$ cat src/rtl/axis_bram_loader.sv
// AXI-Stream slave that unpacks 9-lane direction pixels into nine BRAM write ports,
// one frame of DEPTH beats per start pulse, flagging malformed frames.
module axis_bram_loader #(
    parameter int DATA_WIDTH    = 16,
    parameter int DEPTH         = 2500,
    parameter int ADDRESS_WIDTH = 12
) (
    input  logic                       s00_axis_aclk,
    input  logic                       s00_axis_areset,
    input  logic                       start,
    input  logic                       s00_axis_tvalid,
    output logic                       s00_axis_tready,
    input  logic [9*DATA_WIDTH-1:0]    s00_axis_tdata,
    input  logic [9*DATA_WIDTH/8-1:0]  s00_axis_tstrb,
    input  logic                       s00_axis_tlast,
    output logic                       write_en,
    output logic [ADDRESS_WIDTH-1:0]   write_addr,
    output logic [DATA_WIDTH-1:0]      n_o,
    output logic [DATA_WIDTH-1:0]      null_o,
    output logic [DATA_WIDTH-1:0]      ne_o,
    output logic [DATA_WIDTH-1:0]      e_o,
    output logic [DATA_WIDTH-1:0]      se_o,
    output logic [DATA_WIDTH-1:0]      s_o,
    output logic [DATA_WIDTH-1:0]      sw_o,
    output logic [DATA_WIDTH-1:0]      w_o,
    output logic [DATA_WIDTH-1:0]      nw_o,
    output logic                       busy,
    output logic                       frame_done,
    output logic                       frame_error
);

    localparam logic [ADDRESS_WIDTH-1:0] LAST_IDX = ADDRESS_WIDTH'(DEPTH - 1);

    typedef enum logic [1:0] {IDLE, RECV, DRAIN, DONE} state_t;

    state_t                     state_q, state_d;
    logic [ADDRESS_WIDTH-1:0]   cnt_q;
    logic                       accept_p0;
    logic                       at_last_p0;
    logic                       strb_ok_p0;
    logic                       start_p0;
    logic                       wr_vld_p1;
    logic [ADDRESS_WIDTH-1:0]   wr_addr_p1;
    logic [DATA_WIDTH-1:0]      lane_p1 [9];

    assign start_p0   = (state_q == IDLE) && start;
    assign accept_p0  = (state_q == RECV) && s00_axis_tvalid;
    assign at_last_p0 = (cnt_q == LAST_IDX);
    assign strb_ok_p0 = &s00_axis_tstrb;

    always_comb begin
        state_d = state_q;
        case (state_q)
            IDLE:    if (start) state_d = RECV;
            RECV:    if (s00_axis_tvalid) begin
                         if (s00_axis_tlast)  state_d = DONE;
                         else if (at_last_p0) state_d = DRAIN;
                     end
            DRAIN:   if (s00_axis_tvalid && s00_axis_tlast) state_d = DONE;
            DONE:    state_d = IDLE;
            default: state_d = IDLE;
        endcase
    end

    always_ff @(posedge s00_axis_aclk or posedge s00_axis_areset) begin
        if (s00_axis_areset) begin
            state_q     <= IDLE;
            cnt_q       <= '0;
            frame_error <= 1'b0;
        end else begin
            state_q <= state_d;
            if (start_p0) begin
                cnt_q       <= '0;
                frame_error <= 1'b0;
            end else if (accept_p0) begin
                // Counter saturates at the last pixel so an overlong frame never wraps.
                if (!s00_axis_tlast && !at_last_p0)
                    cnt_q <= cnt_q + ADDRESS_WIDTH'(1);
                if ((s00_axis_tlast != at_last_p0) || !strb_ok_p0)
                    frame_error <= 1'b1;
            end
        end
    end

    // p0 -> p1: accepted beat becomes a BRAM write one cycle later
    always_ff @(posedge s00_axis_aclk or posedge s00_axis_areset) begin
        if (s00_axis_areset) begin
            wr_vld_p1  <= 1'b0;
            wr_addr_p1 <= '0;
            for (int i = 0; i < 9; i++) lane_p1[i] <= '0;
        end else begin
            wr_vld_p1 <= accept_p0;
            if (accept_p0) begin
                wr_addr_p1 <= cnt_q;
                for (int i = 0; i < 9; i++)
                    lane_p1[i] <= s00_axis_tdata[i*DATA_WIDTH +: DATA_WIDTH];
            end
        end
    end

    assign s00_axis_tready = (state_q == RECV) || (state_q == DRAIN);
    assign busy            = (state_q != IDLE);
    assign frame_done      = (state_q == DONE);
    assign write_en        = wr_vld_p1;
    assign write_addr      = wr_addr_p1;
    assign nw_o            = lane_p1[0];
    assign w_o             = lane_p1[1];
    assign sw_o            = lane_p1[2];
    assign s_o             = lane_p1[3];
    assign se_o            = lane_p1[4];
    assign e_o             = lane_p1[5];
    assign ne_o            = lane_p1[6];
    assign n_o             = lane_p1[7];
    assign null_o          = lane_p1[8];

endmodule

$ cat config.mk
export PLATFORM = sky130hd
export DESIGN_NAME = axis_bram_loader
export DESIGN_NICKNAME = d
export VERILOG_FILES = /design/src/rtl/axis_bram_loader.sv
export SDC_FILE = /design/constraint.sdc
export NUM_CORES = 1
export LEC_CHECK = 0
export ABC_AREA = 1
export CAP_MARGIN = 15
export CORE_MARGIN = 5
export CORE_UTILIZATION = 30
export CTS_CLUSTER_DIAMETER = 80
export DETAILED_ROUTE_END_ITERATION = 6
export PLACE_DENSITY = 0.7
export SYNTH_ARGS = -nofsm -noshare
export SYNTH_HDL_FRONTEND = slang
export SYNTH_SLANG_ARGS = --single-unit
$ cat constraint.sdc
create_clock -name s00_axis_aclk -period 6.9 [get_ports s00_axis_aclk]
set_clock_uncertainty 0.2 [all_clocks]
set_input_delay 1.38 -clock s00_axis_aclk [delete_from_list [all_inputs] [get_ports s00_axis_aclk]]
set_output_delay 1.38 -clock s00_axis_aclk [all_outputs]
set_load 0.005 [all_outputs]
Yosys cells after proc, flatten, opt, wreduce, memory -nomap -nowiden
Cells that the tools add are included.
{"block": "totals", "regBits": 172, "in_bits": 167, "output_inout_bits": 161, "word_cells": 54}
{"block": "classes", "n_addsub": 1, "n_eq_ne": 9, "muxes": 12, "reduce_logical": 18}
{"cell": "12-bit two-way mux", "n": 3}
{"cell": "18-bit AND reduction", "n": 1}
{"cell": "12-bit by 1-bit adder with 12-bit output, second input constant", "n": 1}
{"cell": "12-bit == test, second input constant", "n": 1}
{"cell": "2-bit two-way mux", "n": 5}
{"cell": "2-bit one-hot mux with 4 select lines", "n": 1}
{"cell": "2-bit nonzero test", "n": 4}
{"cell": "2-bit inequality test, second input constant", "n": 3}
{"cell": "2-bit == test, second input constant", "n": 2}
{"cell": "1-bit logical AND", "n": 4}
{"cell": "2-bit AND reduction", "n": 2}
{"cell": "4-bit AND reduction", "n": 1}
{"cell": "1-bit zero test", "n": 3}
{"cell": "1-bit two-way mux", "n": 3}
{"cell": "3-bit inequality test, second input constant", "n": 1}
{"cell": "2-bit by 1-bit == test with 1-bit output, second input constant", "n": 1}
{"cell": "2-bit zero test", "n": 1}
{"cell": "1-bit logical OR", "n": 2}
{"cell": "1-bit inequality test", "n": 1}

Longest topological paths before layout
{"block": "depth", "word_depth": 6, "depth_mapped": 13}

Least setup slack after synthesis
OpenSTA, ideal clock, no wires.
{"block": "synth_path", "path_type": "input port to flip-flop", "startpoint": "in s00_axis_tlast", "endpoint": "reg cnt_q[10]", "setup_ns": 0.117, "arrival_time_ns": 2.127, "slack_ns": 4.457, "cell_stages": 9, "n_path_buf": 0, "cell_sequence": "inv_1 ha_1 nand3_2 nand2_2 nand2_2 inv_2 nand2_1 nor2_1 nor2_1"}
{"block": "synth_via", "elab_chain_cells": 4}
{"element": "from (decl)", "line": "15", "rtl": "input logic s00_axis_tlast,"}
{"element": "1-bit zero test", "line": "77", "rtl": "if (!s00_axis_tlast && !at_last_p0)"}
{"element": "1-bit logical AND", "line": "77"}
{"element": "2-bit nonzero test (no source line)"}
{"element": "2-bit AND reduction (no source line)"}
{"element": "to (signal assigned)", "line": "78", "rtl": "cnt_q <= cnt_q + ADDRESS_WIDTH'(1);"}
{"element": "to (decl)", "line": "37", "rtl": "logic [ADDRESS_WIDTH-1:0] cnt_q;"}
Every way passes these cells.
A chain may end at the register's enable or synchronous reset.

Final worst setup path
{"block": "layout_path", "startpoint": "in s00_axis_tvalid", "endpoint": "reg lane_p1 (netlist bit null_o[3])"}
{"block": "layout_via", "elab_chain_cells": 1}
{"element": "from (decl)", "line": "11", "rtl": "input logic s00_axis_tvalid,"}
{"element": "1-bit logical AND", "line": "47", "rtl": "assign accept_p0 = (state_q == RECV) && s00_axis_tvalid;"}
{"element": "to (signal, indexed assignment)", "line": "96", "rtl": "lane_p1[i] <= s00_axis_tdata[i*DATA_WIDTH +: DATA_WIDTH];"}
{"element": "to (decl)", "line": "44", "rtl": "logic [DATA_WIDTH-1:0] lane_p1 [9];"}
Every way passes these cells.

==> results_dict.tcl <==
set metrics [dict create \
    status "complete, no violations" \
    path_clk_slew_ns 0.07 \
    die_h_um 161 \
    drc_errors 0 \
    ios 328 \
    ys_seq_elements 172 \
    yosysSeqAreaShare_pct 62.9 \
    cts_hold_buf 0 \
    rsz0062_at_grt "no" \
    clockRootBuffer "clkbuf_16" \
    clock_sinks 172 \
    start_util_pct 30.3 \
    numPortBuffers 327 \
    drtIter0Drc 451 \
    drive_gt1_share_pct 4.20 \
    synth.distinct_cells 20 \
    synth_edf_count 0 \
    cellPowerDensity_mw_per_mm2 397 \
    syn_avg_cell_area_um2 8.66 \
    yosysMostFrequentCell "nand2_1" \
    path_cells "clkdlybuf4s50_1, nand2_4, inv_4, buf_4, nand2_1, nand2_1" \
    grt_pass1_wl_um 33000 \
    rrSetupSlack_ns 3.63 \
    critPathBufInv 3 \
    peakVddDrop_uv 146 \
    via_per_inst 4.36 \
    arrival_ns 4.13 \
    cpMostUsedCell "nand2_1" \
    globalRouteTotalUtil_pct 15.7 \
    synthAdderAreaFrac_pct 1.28 \
    hp-class "reg2reg" \
    fin_nets 1281 \
    crit_slowest_cell "inv_4" \
    period_share_pct 57.6 \
    setup_violations 0 \
    cp_max_fo 87 \
    synth_top_area_cell "dfrtp_1" \
    start_kind "input pin" \
    grt_max_degree 95 \
    syn_inst 791 \
    hold_slack_ns 0.277 \
    syn_to_final_growth_pct 59.3 \
    n_antenna_cell 0 \
    worstSkewPairLatency_ns 0.41 \
    hpwl_um 14900 \
    maxCapViolations 0 \
    globalRoute.totalOverflow 0 \
    critPathTopFamily "buffers and inverters" \
    fmax_ghz 0.251 \
    cts_resized 0 \
    required_ns 7.05 \
    h-tree-depth 4 \
    rows 55 \
    endpoint_kind "flip-flop" \
    first_pass_iters 4 \
    crit_type "in2reg" \
    async_flop_share_pct 100 \
    cts_tree "done" \
    synthesis.nets 965 \
    ys.flop_type "dfrtp_1" \
    met1_usage_pct 19.8 \
    die_x_um 161 \
    use_met2_pct 25.5 \
    yosysWarningCount 0 \
    finalSetupTns_ns 0 \
    grtUsageMet3_pct 5.61 \
    worst_slew_pin_slew_ns 0.938 \
    ant_nets 0 \
    place.gp.congestion 0.796 \
    maxSlewViolCount 0 \
    wl_per_cell_um 14.7 \
    synthSimpleGateAreaFrac_pct 29.6 \
    syn_area_mm2 0.00685 \
    drt-total-wl_um 20700 \
    power.total_mw 4.33 \
    maxSlewHeadroom_pct 37.4 \
    netlist_top_cells_count "482 x nand2_1, 172 x dfrtp_1, 25 x nor2_1" \
    antenna_found_initial 0 \
    synth_top_area_share_pct 62.9 \
    die_area_mm2 0.0259 \
    cts_buffers 17 \
    synth_compound_area_share_pct 2.01 \
    synthXorXnorAreaFrac_pct 0 \
    vias 6128 \
    p_leak_nw 5.30 \
    hold_viol 0 \
    synth_top_family_by_area "simple AND/OR/NAND/NOR gates" \
    synth_mux_area_share_pct 0 \
    grt_pass1_vias 6211 \
    slowest_delay_ns 0.90 \
    cts_buffer_depth 2 \
    postCtsSetupBuffers 0 \
    core_area_mm2 0.0226 \
    yosys-top-cells-area "dfrtp_1 63%, nand2_1 26%, buf_4 1.6%" \
    top_usage_layer "met2" \
    finalCriticalPeriod_ns 3.98 \
]
==> worst register-to-register path, cell delays in order (launching register included) <==
cell	delay [ns]
dfrtp_1	0.41
inv_1	0.13
ha_1	0.28
nand2_4	0.49
inv_4	0.98
buf_4	0.53
nand2_1	0.11
nand2_1	0.09
==> registers in the layout (all words and copies together) (netlist names) <==
signal and count:
cnt_q 12, e_o 16, frame_error 1, n_o 16, ne_o 16, null_o 16
nw_o 16, s_o 16, se_o 16, state_q 2, sw_o 16, w_o 16
write_addr 12, write_en 1
==> report_power, final <==
group          leakage [nW]  switching, mW  internal [mW]  total (mW)
combinational          2.84          0.733          0.985        1.72
clock                 0.275          0.428          0.540       0.968
sequential             2.19          0.223           1.42        1.64
total                  5.30           1.38           2.95        4.33
==> kinds of logic after synthesis <==
logic type	after synthesis
DFF	172
and+or+nand+nor	527
adders and majority gates	7
buffers and inverters	58
AOI/OAI and AO/OA	27
==> routing by layer <==
| layer | up-vias | part of all wire (%) |
|---|---|---|
| li1 | 3028 | - |
| met1 | 2832 | 43 |
| met2 | 240 | 46 |
| met3 | 28 | 8.8 |
| met4 | 0 | 2.0 |
| met5 | - | 0 |
==> worst paths after layout <==
check                                  startpoint  cells past startpoint                    end
max                               s00_axis_tvalid                      6  null_o[3]$_DFFE_PP0P_
min                          sw_o[14]$_DFFE_PP0P_                      2   sw_o[14]$_DFFE_PP0P_
max reg2reg                state_q[1]$_DFFE_PP0P_                      7  null_o[3]$_DFFE_PP0P_
min reg2reg                  sw_o[14]$_DFFE_PP0P_                      2   sw_o[14]$_DFFE_PP0P_
max in group asynchronous         s00_axis_areset                      3  null_o[0]$_DFFE_PP0P_
min in group asynchronous         s00_axis_areset                      2     w_o[0]$_DFFE_PP0P_
==> cell usage in the layout, fill, tap and decap left out, drive strengths merged, types with 4 or more instances in the layout <==
master         instances
clkdlybuf4s50        327
clkbuf                17
dfrtp                172
ha                     7
a21oi                  5
nand2                484
buf                    5
inv                   29
nor2                  26
clkinvlp               4
nor3                   4
nand3                 11
o21ai                 21
==> metrics by stage <==
| step | instances | util [%] | worst slack, ns | area (µm²) |
|---|---|---|---|---|
| finish | 1404 | 48.3 | 2.92 | 10900 |
| global route | 1404 | 48.3 | 2.69 | 10900 |
| CTS | 1404 | 48.3 | 2.92 | 10900 |
| detailed placement | 1373 | 45.7 | 2.47 | 10300 |
| global placement | 1373 | 45.7 | 2.51 | 10300 |
| floorplan | 791 | - | 0.660 | 6850 |
==> final cells by class <==
cell class | instances | area, µm²
multi-input cells | 561 | 2260
repair buffers | 332 | 3310
inverters | 23 | 93.8
flip-flops and latches | 172 | 4300
clock buffers | 17 | 425
well taps | 285 | 357
fillers | 2169 | 11700
clock inverters | 14 | 159
Note: power is estimated with default switching activity, not from simulation.
==> edit: new RTL, config.mk and constraints unchanged <==
Compare `cnt_q` against `LAST_IDX` with >= in place of ==.
--- a/src/rtl/axis_bram_loader.sv
+++ b/src/rtl/axis_bram_loader.sv
@@ -45,7 +45,7 @@
 
     assign start_p0   = (state_q == IDLE) && start;
     assign accept_p0  = (state_q == RECV) && s00_axis_tvalid;
-    assign at_last_p0 = (cnt_q == LAST_IDX);
+    assign at_last_p0 = (cnt_q >= LAST_IDX);
     assign strb_ok_p0 = &s00_axis_tstrb;
 
     always_comb begin
Behaviour: same outputs for any inputs over 10 cycles, from zero or initial values and one cycle with s00_axis_areset high; that may be too few to reach the edited logic, so the function may still have changed.
==> edit against the original RTL <==
  * Total power down 0.73%
  * Fmax rose by 3.4%
  * Routed wire length fell by 0.61%
  * Register-to-register slack improved by 100 ps
  * Sequential cell count is the same
  * Cell count hardly changed
  * Hold slack better by 1.3 ps
  * Die area rose by 0.17%
  * Setup slack better by 130 ps
  * Synthesized area up 0.18%
  * Final area is essentially flat
==> edit: results <==
[logic_synthesis]
syn_area_mm2 = 0.006860
synth_commonest_cells = "nand2_1, dfrtp_1, inv_1, nor2_1, o21ai_0"
synth_fp_nets = 966
yosysUniqueCellTypes = 21
syn_area_per_cell_um2 = 8.662
synth_area_leaders = "dfrtp_1, nand2_1, buf_4"

[finish]
num-fill-cells = 2136

[global_route]
grt_first_pass_wirelength_mm = 32.48
grtUsageMet3_pct = 5.027
use_met1_pct = 19.29
grt_max_degree = 100
track_usage_pct = 15.48

[placed_design]
hpwlAfterDp_mm = 14.78
routabilityCongestion = 0.7933
place_ws_ps = 2529

[worst_setup_path]
crit_fanout = 99
arrival_ps = 4000

[hold_path]
min_to = "s_o[15]"
min_from = "s_o[15]"

[power_and_ir_drop]
leakage_nw = 5.273
ir_worst_vdd_mv = 0.2412
p_int_mw = 2.898

[run_status]
status = "complete, no violations"

[sta]
relSlewSlack_pct = 30.18

[drt]
dr.pass1.iters = 6
routed_wl_mm = 20.57
drt_iter0_drc = 510
-- edit: changes by cell type after synthesis, sizes merged --
cell   before  now
a21oi       5    6
nand2     484  482
nand4       1    2
nor2       26   23
nor3        4    6
o21ai      21   23
-- edit: kinds of logic after synthesis --
| family | after synthesis | synth area share (%) |
|---|---|---|
| AOI/OAI and AO/OA | 30 | 2.225 |
| DFF | 172 | 62.74 |
| buffers and inverters | 58 | 4.322 |
| and+or+nand+nor | 525 | 29.44 |
| adders and majority gates | 7 | 1.277 |
-- edit: worst max-delay path by stage --
| stage | start | end | slack, ps | cells past startpoint |
|---|---|---|---|---|
| floorplan | s00_axis_areset | cnt_q[0] | 660 | 1 |
| global route | s00_axis_tvalid | ne_o[5] | 2790 | 6 |
| CTS | s00_axis_tvalid | ne_o[5] | 2980 | 6 |
| global placement | s00_axis_tvalid | nw_o[11] | 2610 | 6 |
| finish | s00_axis_tvalid | ne_o[5] | 3050 | 6 |
| detailed placement | s00_axis_tvalid | ne_o[5] | 2530 | 6 |
-- edit: stage by stage --
step | hold slack, ps | cell area [um2] | utilization, %
2_1_floorplan | 272.4 | 6860 | -
3_3_place_gp | 259.9 | 10330 | 45.79
3_5_place_dp | 263.7 | 10330 | 45.79
4_1_cts | 282.7 | 10910 | 48.33
5_1_grt | 300.3 | 10910 | 48.33
6_report | 278.4 | 10910 | 48.33
-- edit: layer usage --
metal  share of wire (%)  routed length, um
met5                   0                  0
met4                 1.9                401
met3                 8.4               1720
met2                  48               9783
met1                  42               8660
-- edit: cell type report --
cell class,count,share of cell area (%)
Sequential cell,172,39.46
Timing Repair Buffer,331,30.40
Multi-Input combinational cell,562,20.76
Clock buffer,18,4.026
Tap cell,285,3.269
Clock inverter,14,1.227
Inverter,23,0.8603
-- edit: power groups by stage --
stage / sequential [mW] / combinational, mW / clock, mW
floorplan: 1.68 / 0.619 / 0
global placement: 1.65 / 1.72 / 0
detailed placement: 1.66 / 1.75 / 0
CTS: 1.65 / 1.75 / 0.957
global route: 1.71 / 1.90 / 1.00
finish: 1.65 / 1.71 / 0.933
-- edit: worst max-delay path, cell delays in order --
cell	delay (ps)
clkdlybuf4s50_1	560
nand2_4	450
inv_4	890
buf_4	440
nand2_1	110
nand2_1	80
